--- src/rtl/mult_arbiter_pkg.sv ---
// Shared types and widths for the shared-multiplier arbiter.
package mult_arbiter_pkg;

  typedef enum logic [1:0] {
    ST_IDLE = 2'd0,
    ST_WAIT = 2'd1,
    ST_RESP = 2'd2
  } state_t;

  localparam int OP_W = 8;
  localparam int P_W  = 16;

endpackage

--- src/rtl/mult_arbiter_rr_arbiter.sv ---
// Combinational round-robin pick: first requester after last_grant, with wrap.
module rr_arbiter
  import mult_arbiter_pkg::*;
#(
  parameter int N_REQ = 4,
  parameter int IDX_W = 2
) (
  input  logic [N_REQ-1:0] req,
  input  logic [IDX_W-1:0] last_grant,
  input  logic             enable,
  output logic [N_REQ-1:0] grant,
  output logic [IDX_W-1:0] grant_idx
);

  logic             found;
  logic [IDX_W:0]   sum;
  logic [IDX_W-1:0] idx;

  always_comb begin
    found     = 1'b0;
    grant_idx = '0;
    sum       = '0;
    idx       = '0;
    // last_grant < N_REQ, so one conditional subtract is a full modulo
    for (int k = 1; k <= N_REQ; k++) begin
      sum = {1'b0, last_grant} + (IDX_W+1)'(k);
      if (sum >= (IDX_W+1)'(N_REQ)) sum = sum - (IDX_W+1)'(N_REQ);
      idx = sum[IDX_W-1:0];
      if (!found && req[idx]) begin
        found     = 1'b1;
        grant_idx = idx;
      end
    end
    grant = (enable && found) ? (N_REQ'(1) << grant_idx) : '0;
  end

endmodule

--- src/rtl/mult_arbiter.sv ---
// Round-robin front end sharing one pipelined 8x8 multiplier among N_REQ requesters.
//   state   | meaning
//   ST_IDLE | no operation in flight; grant the next valid requester
//   ST_WAIT | operands registered; count down the multiplier latency
//   ST_RESP | product held on rsp_* until the consumer accepts it
module mult_arbiter
  import mult_arbiter_pkg::*;
#(
  parameter int N_REQ   = 4,
  parameter int ID_W    = 2,
  parameter int MUL_LAT = 1,
  parameter int CNT_W   = 16
) (
  input  logic                  clk,
  input  logic                  clr,
  input  logic [N_REQ-1:0]      req_valid,
  input  logic [OP_W*N_REQ-1:0] req_a,
  input  logic [OP_W*N_REQ-1:0] req_b,
  output logic [N_REQ-1:0]      req_ready,
  output logic [OP_W-1:0]       mul_a,
  output logic [OP_W-1:0]       mul_b,
  input  logic [P_W-1:0]        mul_p,
  output logic                  rsp_valid,
  input  logic                  rsp_ready,
  output logic [ID_W-1:0]       rsp_id,
  output logic [P_W-1:0]        rsp_p,
  output logic                  busy,
  output logic [CNT_W-1:0]      ops_done
);

  localparam int LAT_W = (MUL_LAT < 1) ? 1 : $clog2(MUL_LAT + 1);

  state_t           state;
  logic [ID_W-1:0]  last_grant;
  logic [ID_W-1:0]  id_reg;
  logic [ID_W-1:0]  grant_idx;
  logic [N_REQ-1:0] grant;
  logic [LAT_W-1:0] wait_cnt;

  // Grant is suppressed during reset so req_ready reads zero while clr is high
  rr_arbiter #(
    .N_REQ (N_REQ),
    .IDX_W (ID_W)
  ) u_rr (
    .req        (req_valid),
    .last_grant (last_grant),
    .enable     ((state == ST_IDLE) && !clr),
    .grant      (grant),
    .grant_idx  (grant_idx)
  );

  assign req_ready = grant;
  assign busy      = (state != ST_IDLE);

  always_ff @(posedge clk or posedge clr) begin
    if (clr) begin
      state      <= ST_IDLE;
      mul_a      <= '0;
      mul_b      <= '0;
      rsp_valid  <= 1'b0;
      rsp_id     <= '0;
      rsp_p      <= '0;
      ops_done   <= '0;
      id_reg     <= '0;
      wait_cnt   <= '0;
      last_grant <= ID_W'(N_REQ - 1);
    end else begin
      case (state)
        ST_IDLE: begin
          if (|req_valid) begin
            mul_a      <= req_a[OP_W*grant_idx +: OP_W];
            mul_b      <= req_b[OP_W*grant_idx +: OP_W];
            id_reg     <= grant_idx;
            last_grant <= grant_idx;
            wait_cnt   <= LAT_W'(MUL_LAT);
            state      <= ST_WAIT;
          end
        end
        ST_WAIT: begin
          if (wait_cnt == '0) begin
            rsp_p     <= mul_p;
            rsp_id    <= id_reg;
            rsp_valid <= 1'b1;
            state     <= ST_RESP;
          end else begin
            wait_cnt <= wait_cnt - LAT_W'(1);
          end
        end
        ST_RESP: begin
          if (rsp_ready) begin
            rsp_valid <= 1'b0;
            ops_done  <= ops_done + CNT_W'(1);
            state     <= ST_IDLE;
          end
        end
        default: state <= ST_IDLE;
      endcase
    end
  end

endmodule

--- config.mk ---
export PLATFORM = sky130hd
export DESIGN_NAME = mult_arbiter
export DESIGN_NICKNAME = d
export VERILOG_FILES = /design/src/rtl/mult_arbiter_pkg.sv /design/src/rtl/mult_arbiter_rr_arbiter.sv /design/src/rtl/mult_arbiter.sv
export SDC_FILE = /design/constraint.sdc
export NUM_CORES = 1
export LEC_CHECK = 0
export ABC_AREA = 1
export CORE_MARGIN = 2
export CORE_UTILIZATION = 29
export CTS_CLUSTER_DIAMETER = 200
export DETAILED_ROUTE_END_ITERATION = 12
export PLACE_DENSITY_LB_ADDON = 0.15
export SLEW_MARGIN = 25
export SYNTH_ARGS = -nofsm -noshare
export SYNTH_HDL_FRONTEND = slang
export SYNTH_SLANG_ARGS = --single-unit
--- constraint.sdc ---
create_clock -name clk -period 5.91 [get_ports clk]
set_clock_uncertainty 0.2 [all_clocks]
set_input_delay 0.591 -clock clk [delete_from_list [all_inputs] [get_ports clk]]
set_output_delay 0.591 -clock clk [all_outputs]
set_load 0.02 [all_outputs]
==> results of run 1 <==
[final cells by class]
| class | instances | area [um2] |
|---|---|---|
| fillers | 1084 | 5897 |
| multi-input cells | 326 | 1628 |
| flip-flops and latches | 58 | 1454 |
| repair buffers | 144 | 1436 |
| clock buffers | 12 | 246.5 |
| well taps | 140 | 175.2 |
| inverters | 27 | 106.4 |
| clock inverters | 3 | 40.04 |
[Yosys cell counts, types with 2 or more instances]
| library cell | n | share of area [%] |
|---|---|---|
| sky130_fd_sc_hd__buf_1 | 2 | 0.23 |
| sky130_fd_sc_hd__buf_2 | 7 | 1.1 |
| sky130_fd_sc_hd__buf_4 | 3 | 0.68 |
| sky130_fd_sc_hd__buf_6 | 3 | 1.0 |
| sky130_fd_sc_hd__clkbuf_1 | 5 | 0.57 |
| sky130_fd_sc_hd__dfrtp_1 | 56 | 42 |
| sky130_fd_sc_hd__dfstp_2 | 2 | 1.6 |
| sky130_fd_sc_hd__inv_1 | 22 | 2.5 |
| sky130_fd_sc_hd__inv_2 | 4 | 0.45 |
| sky130_fd_sc_hd__mux2_2 | 16 | 5.5 |
| sky130_fd_sc_hd__nand2_1 | 212 | 24 |
| sky130_fd_sc_hd__nand2_2 | 6 | 1.1 |
| sky130_fd_sc_hd__nand3_1 | 8 | 1.2 |
| sky130_fd_sc_hd__nand3_4 | 2 | 1.1 |
| sky130_fd_sc_hd__nand4_1 | 35 | 6.6 |
| sky130_fd_sc_hd__nor2_1 | 13 | 1.5 |
| sky130_fd_sc_hd__nor2_8 | 2 | 1.2 |
| sky130_fd_sc_hd__nor3_1 | 7 | 1.1 |
| sky130_fd_sc_hd__o21ai_0 | 8 | 1.2 |
| sky130_fd_sc_hd__xnor2_1 | 6 | 1.6 |
| sky130_fd_sc_hd__xor2_1 | 7 | 1.9 |
[logic make-up after synthesis]
family / synth area share, %
and+or+nand+nor: 38.15
muxes: 5.450
adders and majority gates: 0.3784
buffers and inverters: 6.775
xor gates and xnor gates: 3.444
AOI/OAI and AO/OA: 1.817
DFF: 43.98
[tightest hold or removal path, cell delays in order, from the launching register on]
cell and delay, ps:
sky130_fd_sc_hd__dfrtp_1 340, sky130_fd_sc_hd__nand2_1 50, sky130_fd_sc_hd__nand2_1 50
[power breakdown]
part	switching, uW	leakage (uW)	internal, uW
registers	91.8	0.000719	560
logic	1050	0.00162	668
clock network	166	0.000142	333
total	1310	0.00248	1560
[layer usage]
metal	wire length [um]	GRT usage, %	vias up	part of all wire (%)
li1	-	-	1656	-
met1	4137	20.96	1465	44
met2	4350	25.69	138	47
met3	703	3.718	13	7.5
met4	138	5.917	0	1.5
met5	0	0	-	0
[per-stage QoR]
stage / instance area, um2 / setup slack, ps / utilization, % / cells / hold slack, ps
3_3_place_gp: 4800 / 1439 / 43.70 / 695 / 261.0
2_1_floorplan: 3306 / 2465 / - / 431 / 250.1
5_1_grt: 5086 / 985.5 / 46.31 / 710 / 294.7
3_5_place_dp: 4800 / 1390 / 43.70 / 695 / 259.0
4_1_cts: 5086 / 1369 / 46.31 / 710 / 271.8
6_report: 5086 / 1405 / 46.31 / 710 / 274.0
[path summary, 6_finish.rpt]
check | start | endpoint | slack (ps) | depth (start not counted)
min reg2reg | mul_a[6] | mul_a[6] | 270 | 2
max reg2reg | last_grant[0] | mul_b[3] | 2920 | 14
min | mul_a[6] | mul_a[6] | 270 | 2
max | req_valid[0] | req_ready[1] | 1400 | 9
min in group asynchronous | clr | id_reg[1] | 650 | 3
max in group asynchronous | clr | rsp_p[13] | 4390 | 3
[cell usage in the layout, fill, tap and decap left out, types with 2 or more instances in the layout]
master / count
sky130_fd_sc_hd__buf_4: 2
sky130_fd_sc_hd__clkbuf_1: 2
sky130_fd_sc_hd__clkbuf_16: 9
sky130_fd_sc_hd__clkdlybuf4s50_1: 142
sky130_fd_sc_hd__clkinv_2: 2
sky130_fd_sc_hd__dfrtp_1: 56
sky130_fd_sc_hd__dfstp_2: 2
sky130_fd_sc_hd__inv_1: 21
sky130_fd_sc_hd__inv_2: 5
sky130_fd_sc_hd__mux2_2: 16
sky130_fd_sc_hd__nand2_1: 212
sky130_fd_sc_hd__nand2_2: 6
sky130_fd_sc_hd__nand3_1: 8
sky130_fd_sc_hd__nand3_4: 2
sky130_fd_sc_hd__nand4_1: 35
sky130_fd_sc_hd__nor2_1: 13
sky130_fd_sc_hd__nor2_8: 2
sky130_fd_sc_hd__nor3_1: 7
sky130_fd_sc_hd__o21ai_0: 8
sky130_fd_sc_hd__xnor2_1: 6
sky130_fd_sc_hd__xor2_1: 7
==> summary.md, run 1 <==
| Metric | Value |
|---|---|
| Final weighted congestion in routability-driven placement | ~0.78 |
| Global-route usage over all layers | 15.98% |
| Cell with the largest stage delay on the worst path | sky130_fd_sc_hd__clkdlybuf4s50_1 |
| Net count of the mapped netlist | around 520 |
| RSZ-0062 raised after global routing | false |
| Ratio of cells with drive above 1 in the final layout | 9.123% |
| Setup tns final | 0 ps |
| First-pass GRT wire length | roughly 16000 um |
| Largest stage delay, worst path | 630 ps |
| Cell family contributing the most delay on the critical path | buffers and inverters |
| CTS Sinks | 58 |
| Number of global-route vias before repair | 3290 |
| Number of setup violations in the final report | 0 |
| # rows | 38 |
| # Post-CTS Setup Buffers | 0 |
| Core ar. | around 11000 um2 |
| Worst skew pair latency | 320 ps |
| CP cell instances | clkdlybuf4s50_1, nor2_1, nand2_1, buf_4, nand2_1, inv_1, nand2_1, nor3_1, clkdlybuf4s50_1 |
| Post-synthesis register bit count | a little under 60 |
| Worst setup SP type | input pin |
| Pin count of the biggest net entering global routing | just under 60 |
| Post-DP HPWL | just over 7000 um |
| Number of hold violations in the final report | 0 |
| IR drop worst, VDD | between 0.0002 and 0.00025 V |
| Data required, critical path | 5120 ps |
| Post-synth cell types | 26 |
| Number of nets in the final layout | 654 |
| Class of the tightest hold or removal check | register to register |
| Die area | between 10000 and 15000 um2 |
| Warnings, synthesis | 0 |
| Wire per inst | around 13 um |
| Die height | 110.8 um |
| Clock slew at reported path FFs | 50 ps |
| Relative slew slack | 38.90% |
| Maximum frequency from static timing analysis | approximately 220 MHz |
| Category of the most critical setup path | input pin to primary output |
| Worst-margin pin slew | 914.2 ps |
| Maximum buffer depth of the clock tree | 2 |
| Number of clock buffers inserted by TritonCTS | 9 |
| Async set-or-reset flop fraction in the synthesized netlist | between 90% and 100% |
| Maximum fanout along the worst path | 34 |
| Chip Width | around 110 um |
| Run status | finished clean |
| Period utilization | between 70% and 80% |
| Global route total overflow | 0 |
| Layout-stage area growth over the synthesis result | 53.86% |
| Number of slew-limit violations in the final report | 0 |
| Number of top-level pins | 143 |
| Buffering stage count on the worst path with inverters included | 4 |
| Aggregate routed wire length | between 9000 and 10000 um |
| Average instance area after synthesis | 7.670 um2 |
| Static Leakage | ~0.0025 uW |
| Mean number of vias per cell | 4.608 |
| Number of flops mapped to enable cells by yosys | 0 |
| Iteration-0 DRC count of the detailed router | 142 |
| First drt pass iteration count | 4 |
| Clock tree from TritonCTS | yes |
| Antenna Nets Post-Route | 0 |
| Total of max-cap violations | 0 |
| Post-layout total power | 2870 uW |
| Dominant synthesized flop cell | sky130_fd_sc_hd__dfrtp_1 |
| Port Buf Inserts | 142 |
| Top flop regs | ops_done (16), rsp_p (16) |
| Cell mode on critical path | sky130_fd_sc_hd__nand2_1 |
| WP data arrival | around 3700 ps |
| Number of buffers inserted by hold repair at cts | 0 |
| Starting density of the core | a little under a third |
| Synthesized area | 3306 um2 |
| PwrDens | about 560 nW/um2 |
| Detailed-route via count | between 3k and 4k |
| Quantity of gates resized following cts | 0 |
| Number of antenna diodes | 0 |
| Tmin final | around 4500 ps |
| Clock root cell | sky130_fd_sc_hd__clkbuf_16 |
| DRC viols | 0 |
| Post-synthesis sequential area ratio | 43.98% |
| Antenna violations before repair | 0 |
| Endpoint class of the critical path | primary output |
| Post-synthesis instance total | between 400 and 500 |
| Clock H-tree levels | 3 |
No activity file was read; power rests on OpenSTA's default activity.
==> inputs of run 2 (changes only) <==
==> constraint.sdc (replaced) <==
create_clock -name clk -period 3.94 [get_ports clk]
set_clock_uncertainty 0.2 [all_clocks]
set_input_delay 0.394 -clock clk [delete_from_list [all_inputs] [get_ports clk]]
set_output_delay 0.394 -clock clk [all_outputs]
set_load 0.02 [all_outputs]
==> summary.md, run 2 (synthesized netlist as in run 1, its figures left out) <==
| Metric | Value |
|---|---|
| Setup tns final | 0 ps (unchanged) |
| Tmin final | approximately 3400 ps |
| Global route total overflow | 0 (unchanged) |
| Detailed-route via count | 3313 (+1.3%) |
| Maximum fanout along the worst path | 35 (+2.9%) |
| Antenna Nets Post-Route | 0 (unchanged) |
| Worst setup SP type | register |
| Iteration-0 DRC count of the detailed router | 166 (+17%) |
| Top flop regs | ops_done (16), rsp_p (16) |
| Number of setup violations in the final report | 0 (unchanged) |
| Aggregate routed wire length | 9366 um (+0.40%) |
| Worst skew pair latency | 320 ps (about the same) |
| Clock tree from TritonCTS | yes |
| Die area | 12270 um2 (unchanged) |
| Die height | 110.8 um (unchanged) |
| Chip Width | 110.8 um (unchanged) |
| Relative slew slack | 40.71% (+1.8 points) |
| Data required, critical path | 3350 ps (-1770 ps) |
| Number of buffers inserted by hold repair at cts | 0 (unchanged) |
| Post-layout total power | 4431 uW (+54%) |
| RSZ-0062 raised after global routing | false |
| Number of antenna diodes | 0 (unchanged) |
| Category of the most critical setup path | register to primary output |
| Antenna violations before repair | 0 (unchanged) |
| Number of global-route vias before repair | 3291 (+0.030%) |
| Commonest cells after routing, fill and taps aside | sky130_fd_sc_hd__nand2_1, sky130_fd_sc_hd__clkdlybuf4s50_1, sky130_fd_sc_hd__dfrtp_1, sky130_fd_sc_hd__nand4_1, sky130_fd_sc_hd__inv_1 |
| Core ar. | 10980 um2 (unchanged) |
| Mean number of vias per cell | 4.634 (+0.54%) |
| Period utilization | between 80 and 90% |
| First drt pass iteration count | 5 (+1) |
| # rows | 38 (unchanged) |
| Quantity of gates resized following cts | 0 (unchanged) |
| Most common library cell in the layout ignoring fill and taps | sky130_fd_sc_hd__nand2_1 |
| Clock H-tree levels | 3 (unchanged) |
| Utilization of the core after routing | 46.89% (+0.58 points) |
| Port Buf Inserts | 142 (unchanged) |
| Layout-stage area growth over the synthesis result | 55.79% |
| Number of slew-limit violations in the final report | 0 (unchanged) |
| # Post-CTS Setup Buffers | 0 (unchanged) |
| Wire per inst | 13.10 um (-0.31%) |
| Number of non-filler instances in the completed layout | 715 (+0.70%) |
| Class of the tightest hold or removal check | register to register |
| WP data arrival | 2840 ps (-870 ps) |
| Static Leakage | 0.002515 uW (+1.3%) |
| Number of hold violations in the final report | 0 (unchanged) |
| First-pass GRT wire length | 15850 um (-1.1%) |
| CTS Sinks | 58 (unchanged) |
| Run status | finished clean |
| DRC viols | 0 (unchanged) |
| Total of max-cap violations | 0 (unchanged) |
| Number of nets in the final layout | 658 (+0.61%) |
| Instance count after placement with tap cells included | 699 (+0.58%) |
| Maximum buffer depth of the clock tree | 2 (unchanged) |
| IR drop worst, VDD | 0.0003820 V (+87%) |
| Pin count of the biggest net entering global routing | 59 (unchanged) |
| Number of clock buffers inserted by TritonCTS | 9 (unchanged) |
| Global-route usage over all layers | 15.61% (-0.37 points) |
| Worst-margin pin slew | 887.1 ps (-27.11 ps) |
| Post-DP HPWL | 7020 um (-1.2%) |
| Starting density of the core | 30.10% (unchanged) |
| PwrDens | 860.3 nW/um2 (+52%) |
| Final weighted congestion in routability-driven placement | 0.7662 (-1.3%) |
| Maximum frequency from static timing analysis | roughly 290 MHz |
| Ratio of cells with drive above 1 in the final layout | 10.09% (+0.96 points) |
| Clock slew at reported path FFs | 50 ps (about the same) |
| Clock root cell | sky130_fd_sc_hd__clkbuf_16 |
| Number of top-level pins | 143 (unchanged) |
| Endpoint class of the critical path | primary output |
-- run 2: critical path, stage by stage (launching register included) --
cell	delay [ps]
sky130_fd_sc_hd__dfstp_2	640
sky130_fd_sc_hd__inv_6	70
sky130_fd_sc_hd__nand2_1	70
sky130_fd_sc_hd__nand2_1	80
sky130_fd_sc_hd__nand2_1	80
sky130_fd_sc_hd__nand2_1	80
sky130_fd_sc_hd__nand2_1	100
sky130_fd_sc_hd__nand2_1	70
sky130_fd_sc_hd__nand2_2	90
sky130_fd_sc_hd__nand3_4	310
sky130_fd_sc_hd__nor3_1	300
sky130_fd_sc_hd__clkdlybuf4s50_1	630
-- run 2: layout make-up --
type / instances / area (um2)
flip-flops and latches: 58 / 1454
well taps: 140 / 175.2
inverters: 27 / 106.4
fillers: 1098 / 5833
clock buffers: 11 / 242.7
repair buffers: 148 / 1466
clock inverters: 5 / 77.57
multi-input cells: 326 / 1628
-- run 2: metal layers --
metal / GRT usage [%] / part of all wire, % / vias to the layer above
met1: 19.94 / 44 / 1492
li1: - / - / 1665
met5: 0 / 0 / -
met4: 4.750 / 1.1 / 0
met3: 4.538 / 8.2 / 10
met2: 25.56 / 46 / 146
-- run 2: where the power goes --
part / internal, uW / total, uW / switching, uW / leakage, uW
registers: 840 / 974 / 134 / 0.000719
logic: 1040 / 2630 / 1590 / 0.00164
clock network: 568 / 827 / 259 / 0.000156
-- run 2: worst paths after layout --
check                               from      endpoint  slack, ps  depth (start not counted)
min in group asynchronous            clr      mul_b[0]        470                          3
max in group asynchronous            clr     rsp_p[13]       2580                          3
hold / removal                  mul_a[3]      mul_a[3]        270                          2
hold reg to reg                 mul_a[3]      mul_a[3]        270                          2
setup / recovery           last_grant[0]  req_ready[1]        500                         11
setup reg to reg           last_grant[0]      mul_b[7]       1530                         15
-- run 2: stage by stage --
stage / hold slack (ps) / instance area (um2) / setup WS (ps)
final: 273.9 / 5150 / 501.5
after detailed placement: 265.7 / 4830 / 615.8
after global routing: 294.5 / 5150 / 267.0
after global placement: 260.0 / 4830 / 717.4
after floorplan: 250.1 / 3306 / 889.3
after CTS: 279.3 / 5150 / 493.6
==> inputs of run 3 (changes only) <==
--- a/config.mk
+++ b/config.mk
@@ -6,6 +6,7 @@
 export NUM_CORES = 1
 export LEC_CHECK = 0
 export ABC_AREA = 1
+export ABC_CLOCK_PERIOD_IN_PS = 3940
 export CORE_MARGIN = 2
 export CORE_UTILIZATION = 29
 export CTS_CLUSTER_DIAMETER = 200
==> results of run 3 <==
Final layout, timing and power as in run 2 (identical DEF).
